## src/rtl/pipelined_control_unit.sv

```systemverilog
// LEGv8 control: combinational ID decode/branch resolve, registered EX/MEM/WB control words and NZCV flags.
// EX/MEM/WB controls lag ID acceptance by 1/2/3 edges; stall_in freezes every stage, hazard_stall/ex_br_taken inject bubbles.
module pipelined_control_unit #(
    parameter bit COND_FULL = 1'b1,
    parameter bit FLAG_FWD  = 1'b1
) (
    input  logic        clk,
    input  logic        reset_n,
    input  logic        instr_valid,
    input  logic [31:0] instruction,
    input  logic        stall_in,
    input  logic        alu_zero,
    input  logic        alu_negative,
    input  logic        alu_carry,
    input  logic        alu_overflow,
    output logic        reg2loc,
    output logic        uncond_br,
    output logic        br_taken_id,
    output logic        hazard_stall,
    output logic        illegal,
    output logic        ex_alu_src,
    output logic        ex_set_flags,
    output logic        ex_br_taken,
    output logic [2:0]  ex_alu_op,
    output logic [1:0]  ex_imm_sel,
    output logic        mem_write,
    output logic        mem_to_reg,
    output logic        wb_reg_write,
    output logic        wb_mem_to_reg,
    output logic [3:0]  flags_q
);

    localparam logic [2:0] OP_PASSB = 3'b000;
    localparam logic [2:0] OP_ADD   = 3'b010;
    localparam logic [2:0] OP_SUB   = 3'b011;
    localparam logic [2:0] OP_AND   = 3'b100;
    localparam logic [2:0] OP_XOR   = 3'b110;
    localparam logic [2:0] OP_LSR   = 3'b111;

    localparam logic [1:0] IMM_12    = 2'b01;
    localparam logic [1:0] IMM_DT9   = 2'b10;
    localparam logic [1:0] IMM_SHAMT = 2'b11;

    localparam logic [3:0] C_EQ = 4'h0;
    localparam logic [3:0] C_NE = 4'h1;
    localparam logic [3:0] C_GE = 4'hA;
    localparam logic [3:0] C_LT = 4'hB;
    localparam logic [3:0] C_GT = 4'hC;
    localparam logic [3:0] C_LE = 4'hD;

    // An all-zero word is a bubble: it writes nothing and sets no flags.
    typedef struct packed {
        logic       alu_src;
        logic [1:0] imm_sel;
        logic [2:0] alu_op;
        logic       set_flags;
        logic       cbz;
        logic       mem_write;
        logic       mem_to_reg;
        logic       reg_write;
    } ctrl_t;

    typedef struct packed {
        logic mem_write;
        logic mem_to_reg;
        logic reg_write;
    } mem_ctrl_t;

    typedef struct packed {
        logic mem_to_reg;
        logic reg_write;
    } wb_ctrl_t;

    ctrl_t      id_ctrl;
    ctrl_t      ex_q;
    mem_ctrl_t  mem_q;
    wb_ctrl_t   wb_q;

    logic       id_r2l;
    logic       id_ub;
    logic       id_bcond;
    logic       id_known;
    logic       cond_legal;
    logic       cond_true;
    logic [3:0] cond;
    logic       fwd;
    logic       cond_n;
    logic       cond_z;
    logic       cond_v;
    logic       accept;
    logic [3:0] alu_nzcv;
    logic       unused_bits;

    assign cond        = instruction[3:0];
    assign alu_nzcv    = {alu_negative, alu_zero, alu_carry, alu_overflow};
    assign unused_bits = ^instruction[20:4];

    always_comb begin
        cond_legal = (cond == C_LT);
        if (COND_FULL) begin
            cond_legal = cond inside {C_EQ, C_NE, C_GE, C_LT, C_GT, C_LE};
        end
    end

    always_comb begin
        id_ctrl  = '0;
        id_r2l   = 1'b0;
        id_ub    = 1'b0;
        id_bcond = 1'b0;
        id_known = 1'b1;
        casez (instruction[31:21])
            11'b11111000010: begin
                id_ctrl.alu_src    = 1'b1;
                id_ctrl.imm_sel    = IMM_DT9;
                id_ctrl.alu_op     = OP_ADD;
                id_ctrl.mem_to_reg = 1'b1;
                id_ctrl.reg_write  = 1'b1;
            end
            11'b11111000000: begin
                id_ctrl.alu_src   = 1'b1;
                id_ctrl.imm_sel   = IMM_DT9;
                id_ctrl.alu_op    = OP_ADD;
                id_ctrl.mem_write = 1'b1;
            end
            11'b1001000100?: begin
                id_ctrl.alu_src   = 1'b1;
                id_ctrl.imm_sel   = IMM_12;
                id_ctrl.alu_op    = OP_ADD;
                id_ctrl.reg_write = 1'b1;
            end
            11'b10101011000: begin
                id_r2l            = 1'b1;
                id_ctrl.alu_op    = OP_ADD;
                id_ctrl.set_flags = 1'b1;
                id_ctrl.reg_write = 1'b1;
            end
            11'b11101011000: begin
                id_r2l            = 1'b1;
                id_ctrl.alu_op    = OP_SUB;
                id_ctrl.set_flags = 1'b1;
                id_ctrl.reg_write = 1'b1;
            end
            11'b10001010000: begin
                id_r2l            = 1'b1;
                id_ctrl.alu_op    = OP_AND;
                id_ctrl.reg_write = 1'b1;
            end
            11'b11001010000: begin
                id_r2l            = 1'b1;
                id_ctrl.alu_op    = OP_XOR;
                id_ctrl.reg_write = 1'b1;
            end
            11'b11010011010: begin
                id_ctrl.alu_src   = 1'b1;
                id_ctrl.imm_sel   = IMM_SHAMT;
                id_ctrl.alu_op    = OP_LSR;
                id_ctrl.reg_write = 1'b1;
            end
            11'b000101?????: id_ub = 1'b1;
            11'b10110100???: begin
                id_ctrl.alu_op = OP_PASSB;
                id_ctrl.cbz    = 1'b1;
            end
            11'b01010100???: id_bcond = 1'b1;
            default:         id_known = 1'b0;
        endcase
        if (id_bcond && !cond_legal) begin
            id_known = 1'b0;
        end
        // Illegal or absent instructions decode to a NOP word.
        if (!id_known || !instr_valid) begin
            id_ctrl  = '0;
            id_r2l   = 1'b0;
            id_ub    = 1'b0;
            id_bcond = 1'b0;
        end
    end

    // A flag setter sitting in EX supplies the live ALU flags when forwarding is enabled.
    assign fwd    = FLAG_FWD && ex_q.set_flags;
    assign cond_n = fwd ? alu_negative : flags_q[3];
    assign cond_z = fwd ? alu_zero     : flags_q[2];
    assign cond_v = fwd ? alu_overflow : flags_q[0];

    always_comb begin
        cond_true = 1'b0;
        case (cond)
            C_EQ:    cond_true = cond_z;
            C_NE:    cond_true = !cond_z;
            C_GE:    cond_true = (cond_n == cond_v);
            C_LT:    cond_true = (cond_n != cond_v);
            C_GT:    cond_true = !cond_z && (cond_n == cond_v);
            C_LE:    cond_true = cond_z || (cond_n != cond_v);
            default: cond_true = 1'b0;
        endcase
    end

    assign ex_br_taken  = ex_q.cbz && alu_zero && !stall_in;
    assign hazard_stall = !FLAG_FWD && id_bcond && ex_q.set_flags && !stall_in;
    assign br_taken_id  = !stall_in && !ex_br_taken && !hazard_stall &&
                          (id_ub || (id_bcond && cond_true));
    assign illegal      = instr_valid && !id_known && !ex_br_taken;
    assign reg2loc      = id_r2l;
    assign uncond_br    = id_ub;
    assign accept       = instr_valid && !hazard_stall && !ex_br_taken;

    always_ff @(posedge clk or negedge reset_n) begin
        if (!reset_n) begin
            ex_q    <= '0;
            mem_q   <= '0;
            wb_q    <= '0;
            flags_q <= '0;
        end else if (!stall_in) begin
            ex_q  <= accept ? id_ctrl : '0;
            mem_q <= {ex_q.mem_write, ex_q.mem_to_reg, ex_q.reg_write};
            wb_q  <= {mem_q.mem_to_reg, mem_q.reg_write};
            if (ex_q.set_flags) begin
                flags_q <= alu_nzcv;
            end
        end
    end

    assign ex_alu_src    = ex_q.alu_src;
    assign ex_set_flags  = ex_q.set_flags;
    assign ex_alu_op     = ex_q.alu_op;
    assign ex_imm_sel    = ex_q.imm_sel;
    assign mem_write     = mem_q.mem_write;
    assign mem_to_reg    = mem_q.mem_to_reg;
    assign wb_reg_write  = wb_q.reg_write;
    assign wb_mem_to_reg = wb_q.mem_to_reg;

endmodule

```

## config.mk

```make
export PLATFORM = sky130hd
export DESIGN_NAME = pipelined_control_unit
export DESIGN_NICKNAME = d
export VERILOG_FILES = /design/src/rtl/pipelined_control_unit.sv
export SDC_FILE = /design/constraint.sdc
export NUM_CORES = 1
export LEC_CHECK = 0
export BUFFER_PORTS_ARGS = -buffer_cell sky130_fd_sc_hd__buf_2
export CELL_PAD_IN_SITES_DETAIL_PLACEMENT = 1
export CELL_PAD_IN_SITES_GLOBAL_PLACEMENT = 1
export CORE_MARGIN = 2
export CORE_UTILIZATION = 35
export DETAILED_ROUTE_END_ITERATION = 8
export PLACE_DENSITY = 0.92
export SYNTH_ARGS = -nofsm -noshare
export SYNTH_HDL_FRONTEND = slang
export SYNTH_SLANG_ARGS = --single-unit
```

## constraint.sdc

```tcl
create_clock -name clk -period 6.7 [get_ports clk]
set_input_delay 1.675 -clock clk [delete_from_list [all_inputs] [get_ports clk]]
set_output_delay 1.675 -clock clk [all_outputs]
set_load 0.02 [all_outputs]
```

==> out/results.txt, run 1 <==
Status = completed
Clock Root Buffer = clkbuf_4
Crit path max fanout = 8
Setup Skew = 0.00341 ns
Post-synth EDFFs = 0
Yosys top cell by area = dfrtp_1
HPWL Detailed = 2760 um
Switching part of the total = 25.0%
Final antenna-violating net count = 0
Highest routed layer = met4
Count leader, synth = dfrtp_1
WL/cell = 17.0 um
FP Rows = 21
Async SR Flop Fraction = 100%
Mapped Cells = 118
Top cells by area, synth = dfrtp_1 (42%), mux2_2 (9.4%), buf_4 (3.8%), o21ai_1 (3.3%), nand2_1 (2.8%)
# nets final = 197
Req. time, crit path = 5.03 ns
Floorplan Core Area = 3310 sq um
Sequential share of the synthesized area = 41.8%
Vias in the first global route = 1213
H-tree depth = 1
Crit path time final = 4.98 ns
Total number of vias = 1087
Comb pwr share = 13.9%
Crit path kind = in2out
Routed met1 length = 1310 um
# hold bufs at CTS = 0
Max stage delay on crit path = 0.47 ns
Clock latency on the worst-skew pair = 0.30 ns
Met2 routed WL = 1940 um
Syn-to-layout area delta = 20.9%
Sink Count = 20
Crit Reg-Reg Startpoint = ex_q[3]
PortBufs = 42
DRC = 0
Clock power share = 31.3%
Synth Area per Inst = 10.1 sq um
Worst reg2reg path endpoint = ex_imm_sel[0]
Clock tree buffer depth = 2
Diode count = 0
CP max-delay cell = or4_4
Cells along the critical path = buf_2, or3b_1, or4_4, o21ai_4, nor3b_2, o211a_1, buf_2
Die X-Extent = 62.5 um
Final Cell Area = 1450 sq um
Setup TNS Final = 0 ns
Top cell by count, worst path = buf_2
Worst reg2reg path depth = 3
Final Hold Violating Endpoints = 0
Filler cell count in the final layout = 398
Dpl cell area = 1410 sq um
Drt pass-1 iters = 4
Worst hold slack = 0.507 ns
Unrepaired setup endpoints after global routing = false
Syn_nets = 158
Max-slew violation count = 0
Initial antenna violation count = 0
CP Launch Type = primary input
PD cells = 153 nW/um^2
Fmax = 0.201 GHz
Setup Buffers After CTS = 0
Synth top cells by count = dfrtp_1 (20), mux2_2 (10), nand2_1 (9), o21ai_1 (8), buf_4 (6)
MaxCap Viol Count = 0
Synth warn = 0
Layout Utilization = 43.7%
First-pass GRT wire length = 5820 um
Place WS = 1.73 ns
Starting DRT DRC Count = 68
Die Y = 62.5 um
P_leak = 0.744 nW
Post-cts sizing count = 0
Psw = 0.0553 mW
Drt total wl = 3430 um
Critical Path End = br_taken_id
Final setup fails = 0
CP endpoint kind = primary output
#FFs+latches synth = 20
CTS tree = built
Initial core utilization = 36.2%
Reg2Reg Setup Slack = 5.37 ns
Seq pwr share = 54.8%
Crit share post-route = 74.3%
Critical Path Source = instruction[30]
Peak supply drop = 0.0428 mV
Worst setup margin = 1.72 ns
Netlist cell types = 44
Primary FF master, synth = dfrtp_1
Share of cells above drive strength 1 = 39.7%
GRT Total Usage = 18.7%
Worst-path clk slew = 0.11 ns
Largest net degree at the start of global routing = 22
Synthesized area = 1200 sq um
# IOs = 61
Worst endpoint data arrival time = 3.30 ns
Drt via density = 5.38
Internal Pwr Total = 0.166 mW
Total gr overflow = 0
CTS buffer count = 3
Met3 wire len = 148 um
Area of the die = 3910 sq um
Post-synth top area share = 41.8%
Worst min-delay path class = reg2reg
Gpl congestion = 0.736
power by group through the flow:
stage / combinational [mW] / sequential [mW] / clock [mW]
after CTS: 0.0307 / 0.121 / 0.0699
after floorplan: 0.0141 / 0.124 / 0
final: 0.0308 / 0.121 / 0.0691
after global routing: 0.0345 / 0.121 / 0.0755
after global placement: 0.0282 / 0.124 / 0
after detailed placement: 0.0306 / 0.124 / 0
layer usage:
| metal | vias to the layer above | global-route usage, % |
|---|---|---|
| li1 | 506 | - |
| met2 | 32 | 36.0 |
| met1 | 544 | 20.3 |
| met3 | 5 | 3.06 |
| met4 | 0 | 6.67 |
| met5 | - | 0 |
worst max-delay path, delay by kind of cell:
kind                   cells  cell delay (ns)
AND/OR/NAND/NOR            3             0.96
AO/OA/AOI/OAI              2             0.36
buffers and inverters      2             0.30
worst min-delay path by stage:
stage | startpoint | endpoint | slack (ns) | cells past startpoint
global placement | ex_q[1] | ex_q[1] | 0.48 | 2
global route | ex_imm_sel[1] | ex_imm_sel[1] | 0.53 | 2
detailed placement | ex_imm_sel[1] | ex_imm_sel[1] | 0.48 | 2
CTS | ex_imm_sel[1] | ex_imm_sel[1] | 0.50 | 2
floorplan | ex_q[1] | ex_q[1] | 0.45 | 2
finish | ex_imm_sel[1] | ex_imm_sel[1] | 0.51 | 2
stage by stage:
stage | power [mW] | instances
global placement | 0.152 | 198
detailed placement | 0.154 | 198
global route | 0.231 | 202
floorplan | 0.138 | 118
finish | 0.221 | 202
CTS | 0.222 | 202
cell families (layout without fill, tap and decap cells):
kind of cell	after synthesis	count (layout)	synth area share [%]
AOI/OAI and AO/OA	26	26	15.2
xor gates and xnor gates	4	4	2.93
buffers and inverters	9	47	4.81
DFF	20	20	41.8
muxes	11	11	10.2
other	1	1	0.313
and+or+nand+nor	47	47	24.8
cell usage in the layout (no fill, tap or decap), types with 2 or more instances in the layout:
cell type	n
a21oi_1	3
a22o_1	2
a32o_1	2
and3_1	4
and4b_1	2
buf_2	42
clkbuf_4	3
dfrtp_1	20
mux2_2	10
nand2_1	9
nand2b_1	3
nand3b_1	3
nor2_1	5
nor2b_1	2
nor3b_1	3
nor4_1	2
o21ai_0	4
o21ai_1	8
or4_1	2
xor2_1	3
layout make-up:
type                    count  area (sq um)  share of cell area, %
clock buffers               4          36.3                   2.51
flip-flops and latches     20           500                   34.6
inverters                   1          3.75                  0.259
well taps                  46          57.6                   3.98
repair buffers             42           210                   14.5
multi-input cells          89           639                   44.2
Note: power is estimated with default switching activity, not from simulation.
==> run 2, diff against run 1 <==
CORE_UTILIZATION = 29   (was 35)
PLACE_DENSITY = 0.82   (was 0.92)
clock period = 4.5 ns   (was 6.7 ns; I/O delays follow)
==> run 2 against run 1 <==
  * Clock power grew 94%
  * Clock skew grew 0.0029 ns
  * Highest routed layer unchanged
  * Cell count grew 2.0%
  * Sequential share of layout area shrank 0.56 points
  * Count of clock-buffer cells in the layout is the same
  * Sequential power grew 49%
  * Die area grew 19%
  * First-iteration DRC count shrank 56%
  * Power grew 63%
==> out/results.txt, run 2 (synthesized netlist as in run 1, its figures left out) <==
Crit path kind = in2out
HPWL Detailed = 2470 um (-11%)
Post-cts sizing count = 0 (unchanged)
MaxCap Viol Count = 0 (unchanged)
Max stage delay on crit path = 0.47 ns (about the same)
Status = completed
Syn-to-layout area delta = 22.9%
Final Non-Filler Cells = 206 (+2.0%)
Total number of vias = 1055 (-2.9%)
Die Y = 68.3 um (+9.2%)
FP Rows = 23 (+9.5%)
Clock latency on the worst-skew pair = 0.26 ns (-0.04 ns)
# nets final = 197 (unchanged)
Worst setup margin = 0.608 ns (-1.12 ns)
Area of the die = 4660 sq um (+19%)
Setup Skew = 0.00628 ns (+0.00287 ns)
Largest net degree at the start of global routing = 22 (unchanged)
DRC = 0 (unchanged)
Drt pass-1 iters = 4 (unchanged)
Crit path max fanout = 8 (unchanged)
CTS buffer count = 3 (unchanged)
Top cell by count, worst path = buf_2
Starting DRT DRC Count = 30 (-56%)
Worst hold slack = 0.505 ns (-0.00262 ns)
H-tree depth = 1 (unchanged)
Clock tree buffer depth = 2 (unchanged)
Final antenna-violating net count = 0 (unchanged)
Unrepaired setup endpoints after global routing = false
PD cells = 244 nW/um^2 (+60%)
# hold bufs at CTS = 0 (unchanged)
Initial antenna violation count = 0 (unchanged)
Max-slew violation count = 0 (unchanged)
Share of cells above drive strength 1 = 39.7% (unchanged)
Crit share post-route = 86.5%
WL/cell = 14.8 um (-13%)
First-pass GRT wire length = 4820 um (-17%)
Power, Total = 0.360 mW (+63%)
Req. time, crit path = 3.38 ns (-1.65 ns)
GRT Total Usage = 13.7% (-5.0 points)
Fmax = 0.257 GHz
Commonest non-fill, non-tap cells in the layout = buf_2 (42), dfrtp_1 (20), mux2_2 (10), nand2_1 (9), o21ai_1 (8)
Setup Buffers After CTS = 0 (unchanged)
Setup TNS Final = 0 ns (unchanged)
Die X-Extent = 68.3 um (+9.2%)
CP Launch Type = primary input
Dpl cell area = 1420 sq um (+0.35%)
Sink Count = 20 (unchanged)
Initial core utilization = 29.9% (-6.2 points)
Final Hold Violating Endpoints = 0 (unchanged)
Vias in the first global route = 992 (-18%)
Final setup fails = 0 (unchanged)
Total gr overflow = 0 (unchanged)
CP max-delay cell = or4_4
# IOs = 61 (unchanged)
Diode count = 0 (unchanged)
Gpl congestion = 0.710 (-3.5%)
Place WS = 0.606 ns (-1.13 ns)
Worst min-delay path class = reg2reg
Drt via density = 5.12 (-4.8%)
Final Cell Area = 1470 sq um (+1.6%)
Worst endpoint data arrival time = 2.77 ns (-0.53 ns)
CTS tree = built
Drt total wl = 3050 um (-11%)
Floorplan Core Area = 4000 sq um (+21%)
Cells along the critical path = buf_2, or3b_1, or4_4, nor4_1, o211a_1, buf_2
Crit path time final = 3.89 ns
PortBufs = 42 (unchanged)
Clock Root Buffer = clkbuf_8
DP Cell Count = 202 (+2.0%)
CP endpoint kind = primary output
Commonest non-fill, non-tap cell in the layout = buf_2
P_leak = 0.751 nW (+1.0%)
Peak supply drop = 0.0998 mV (+130%)
Worst-path clk slew = 0.07 ns (-0.04 ns)
Layout Utilization = 36.8% (-6.9 points)
==> run 2: path summary, 6_finish.rpt <==
path | startpoint | end | slack [ns] | depth (start not counted)
hold reg to reg | ex_q[1] | ex_q[1] | 0.50 | 2
setup reg to reg | ex_set_flags | flags_q[0] | 3.14 | 2
max in group asynchronous | reset_n | flags_q[2] | 3.39 | 1
setup / recovery | instruction[30] | br_taken_id | 0.61 | 6
min in group asynchronous | reset_n | ex_q[2] | 0.80 | 1
hold / removal | ex_q[1] | ex_q[1] | 0.50 | 2
==> run 2: layer usage <==
metal	wire, um	track usage (%)	vias up
met5	0	0	-
met3	78	1.64	4
met4	45	4.50	0
met1	1390	18.0	523
li1	-	-	506
met2	1540	23.2	22
==> run 2: area by class of cell <==
class                      instances  area (sq um)
clock buffer                       4          55.1
sequential                        20           500
multi-input combinational         89           639
timing repair buffer              42           210
inverter                           1          3.75
tap                               50          62.6
fill                             482          2530
==> run 2: report_power, final <==
| part | total (mW) | leakage (nW) | switching, mW | internal, mW |
|---|---|---|---|---|
| clock | 0.134 | 0.0288 | 0.0566 | 0.0778 |
| sequential | 0.180 | 0.279 | 0.000367 | 0.180 |
| combinational | 0.0448 | 0.443 | 0.0274 | 0.0175 |
==> run 2: worst max-delay path: cells and delay by family <==
kind                   cells  cell delay (ns)
buffers and inverters      2             0.31
AND/OR/NAND/NOR            3             1.16
AO/OA/AOI/OAI              1             0.18
==> run 3, diff against run 2 <==
GPL_TIMING_DRIVEN = 0   (was unset)
RECOVER_POWER = 25   (was unset)
==> run 3 against run 2 <==
  * Global-route usage increased by 0.24 points
  * Count of clock-buffer cells in the layout decreased by 1
  * Combinational power increased by 3%
  * Routed wire length decreased by 1.6%
  * Die area unchanged
  * Critical path depth unchanged
  * Worst setup slack improved by 0.031 ns
  * Sequential cell count unchanged
  * Register-to-register slack improved by 0.06 ns
  * Core utilization increased by 0.97 points
  * Highest routed layer unchanged
==> out/results.txt, run 3 (synthesized netlist as in run 1, its figures left out) <==
Syn-to-layout area delta = 26.1%
Max stage delay on crit path = 0.46 ns (about the same)
First-pass GRT wire length = 4890 um (+1.4%)
Initial core utilization = 29.9% (unchanged)
Worst endpoint data arrival time = 2.74 ns (-0.03 ns)
Least-Margin Pin Slew = 1.05 ns
Drt via density = 5.01 (-2.1%)
Crit path kind = in2out
Worst min-delay path class = reg2reg
CP Launch Type = primary input
Worst setup margin = 0.639 ns (+0.0310 ns)
Filler cell count in the final layout = 479 (-0.62%)
Crit share post-route = 85.8% (-0.69 points)
Top cell by count, worst path = buf_2
CTS tree = built
Diode count = 0 (unchanged)
CP endpoint kind = primary output
Status = completed
H-tree depth = 1 (unchanged)
PortBufs = 42 (unchanged)
Total number of vias = 1068 (+1.2%)
Share of cells above drive strength 1 = 41.1% (+1.4 points)
# hold bufs at CTS = 0 (unchanged)
Req. time, crit path = 3.38 ns (about the same)
Final Hold Violating Endpoints = 0 (unchanged)
Setup TNS Final = 0 ns (unchanged)
Place WS = 0.632 ns (+0.0261 ns)
Starting DRT DRC Count = 38 (+27%)
WL/cell = 14.1 um (-4.8%)
Fmax = 0.259 GHz (+0.80%)
HPWL Detailed = 2390 um (-3.3%)
Final setup fails = 0 (unchanged)
Gpl congestion = 0.701 (-1.2%)
Reg2Reg Setup Slack = 3.20 ns (+0.06 ns)
Die X-Extent = 68.3 um (unchanged)
Max-slew violation count = 0 (unchanged)
Crit path max fanout = 8 (unchanged)
Clock Root Buffer = clkbuf_8
Total gr overflow = 0 (unchanged)
PD cells = 227 nW/um^2 (-7.0%)
Cells along the critical path = buf_2, or3b_1, or4_4, nor4_1, o211a_1, buf_2
P_leak = 0.779 nW (+3.7%)
Peak supply drop = 0.0874 mV (-12%)
CP max-delay cell = or4_4
Commonest non-fill, non-tap cells in the layout = buf_2 (42), dfrtp_1 (20), mux2_2 (10), nand2_1 (9), o21ai_1 (8)
Slew headroom = 30.0%
Setup Buffers After CTS = 0 (unchanged)
Vias in the first global route = 1030 (+3.8%)
Sink Count = 20 (unchanged)
Floorplan Core Area = 4000 sq um (unchanged)
MaxCap Viol Count = 0 (unchanged)
Unrepaired setup endpoints after global routing = false
DRC = 0 (unchanged)
Initial antenna violation count = 0 (unchanged)
Clock latency on the worst-skew pair = 0.26 ns (about the same)
Crit path time final = 3.86 ns (-0.0310 ns)
Commonest non-fill, non-tap cell in the layout = buf_2
Drt pass-1 iters = 4 (unchanged)
FP Rows = 23 (unchanged)
Power, Total = 0.343 mW (-4.6%)
GRT Total Usage = 13.9% (+0.24 points)
CTS buffer count = 3 (unchanged)
Post-cts sizing count = 0 (unchanged)
Largest net degree at the start of global routing = 21 (-4.5%)
# IOs = 61 (unchanged)
Clock tree buffer depth = 2 (unchanged)
Drt total wl = 3000 um (-1.6%)
Worst-path clk slew = 0.07 ns (about the same)
Area of the die = 4660 sq um (unchanged)
Die Y = 68.3 um (unchanged)
Final antenna-violating net count = 0 (unchanged)
Setup Skew = 0.00401 ns (-0.00227 ns)
# nets final = 205 (+4.1%)
[run 3: cell types whose count changed in the layout (fill, tap and decap cells not counted), sizes merged]
cell / delta
clkbuf: +1
buf: +6
[run 3: power by group]
group / switching [mW] / internal, mW
combinational: 0.0278 / 0.0184
sequential: 0.000340 / 0.180
clock: 0.0570 / 0.0596
total: 0.0851 / 0.258
[run 3: path summary, 6_finish.rpt]
check | startpoint | to | depth (start not counted)
min | ex_alu_op[1] | ex_alu_op[1] | 2
max | instruction[30] | br_taken_id | 6
max in group asynchronous | reset_n | ex_q[3] | 1
min reg2reg | ex_alu_op[1] | ex_alu_op[1] | 2
max reg2reg | ex_q[3] | ex_q[1] | 3
min in group asynchronous | reset_n | ex_set_flags | 1
[run 3: per-stage QoR]
step,instances,util (%),area [sq um],hold slack (ns)
after floorplan,118,-,1200,0.455
after CTS,213,37.8,1510,0.506
after detailed placement,210,36.8,1470,0.488
final,213,37.8,1510,0.499
after global routing,213,37.8,1510,0.537
after global placement,210,36.8,1470,0.472
[run 3: critical path, delay by kind of cell]
family                 cells  cell delay, ns
buffers and inverters      2            0.31
AND/OR/NAND/NOR            3            1.12
AO/OA/AOI/OAI              1            0.17
[run 3: layer usage]
metal	wire [um]	GRT usage, %	vias to the layer above
met5	0	0	-
met3	89	1.64	4
li1	-	-	524
met4	46	5.25	0
met1	1410	19.8	515
met2	1450	21.6	25
[run 3: layout make-up]
cell class / count / area [sq um] / share of cell area (%)
flip-flops and latches: 20 / 500 / 33.1
plain buffers: 8 / 53.8 / 3.56
well taps: 50 / 62.6 / 4.14
multi-input cells: 89 / 639 / 42.3
clock buffers: 3 / 41.3 / 2.73
inverters: 1 / 3.75 / 0.249
repair buffers: 42 / 209 / 13.8
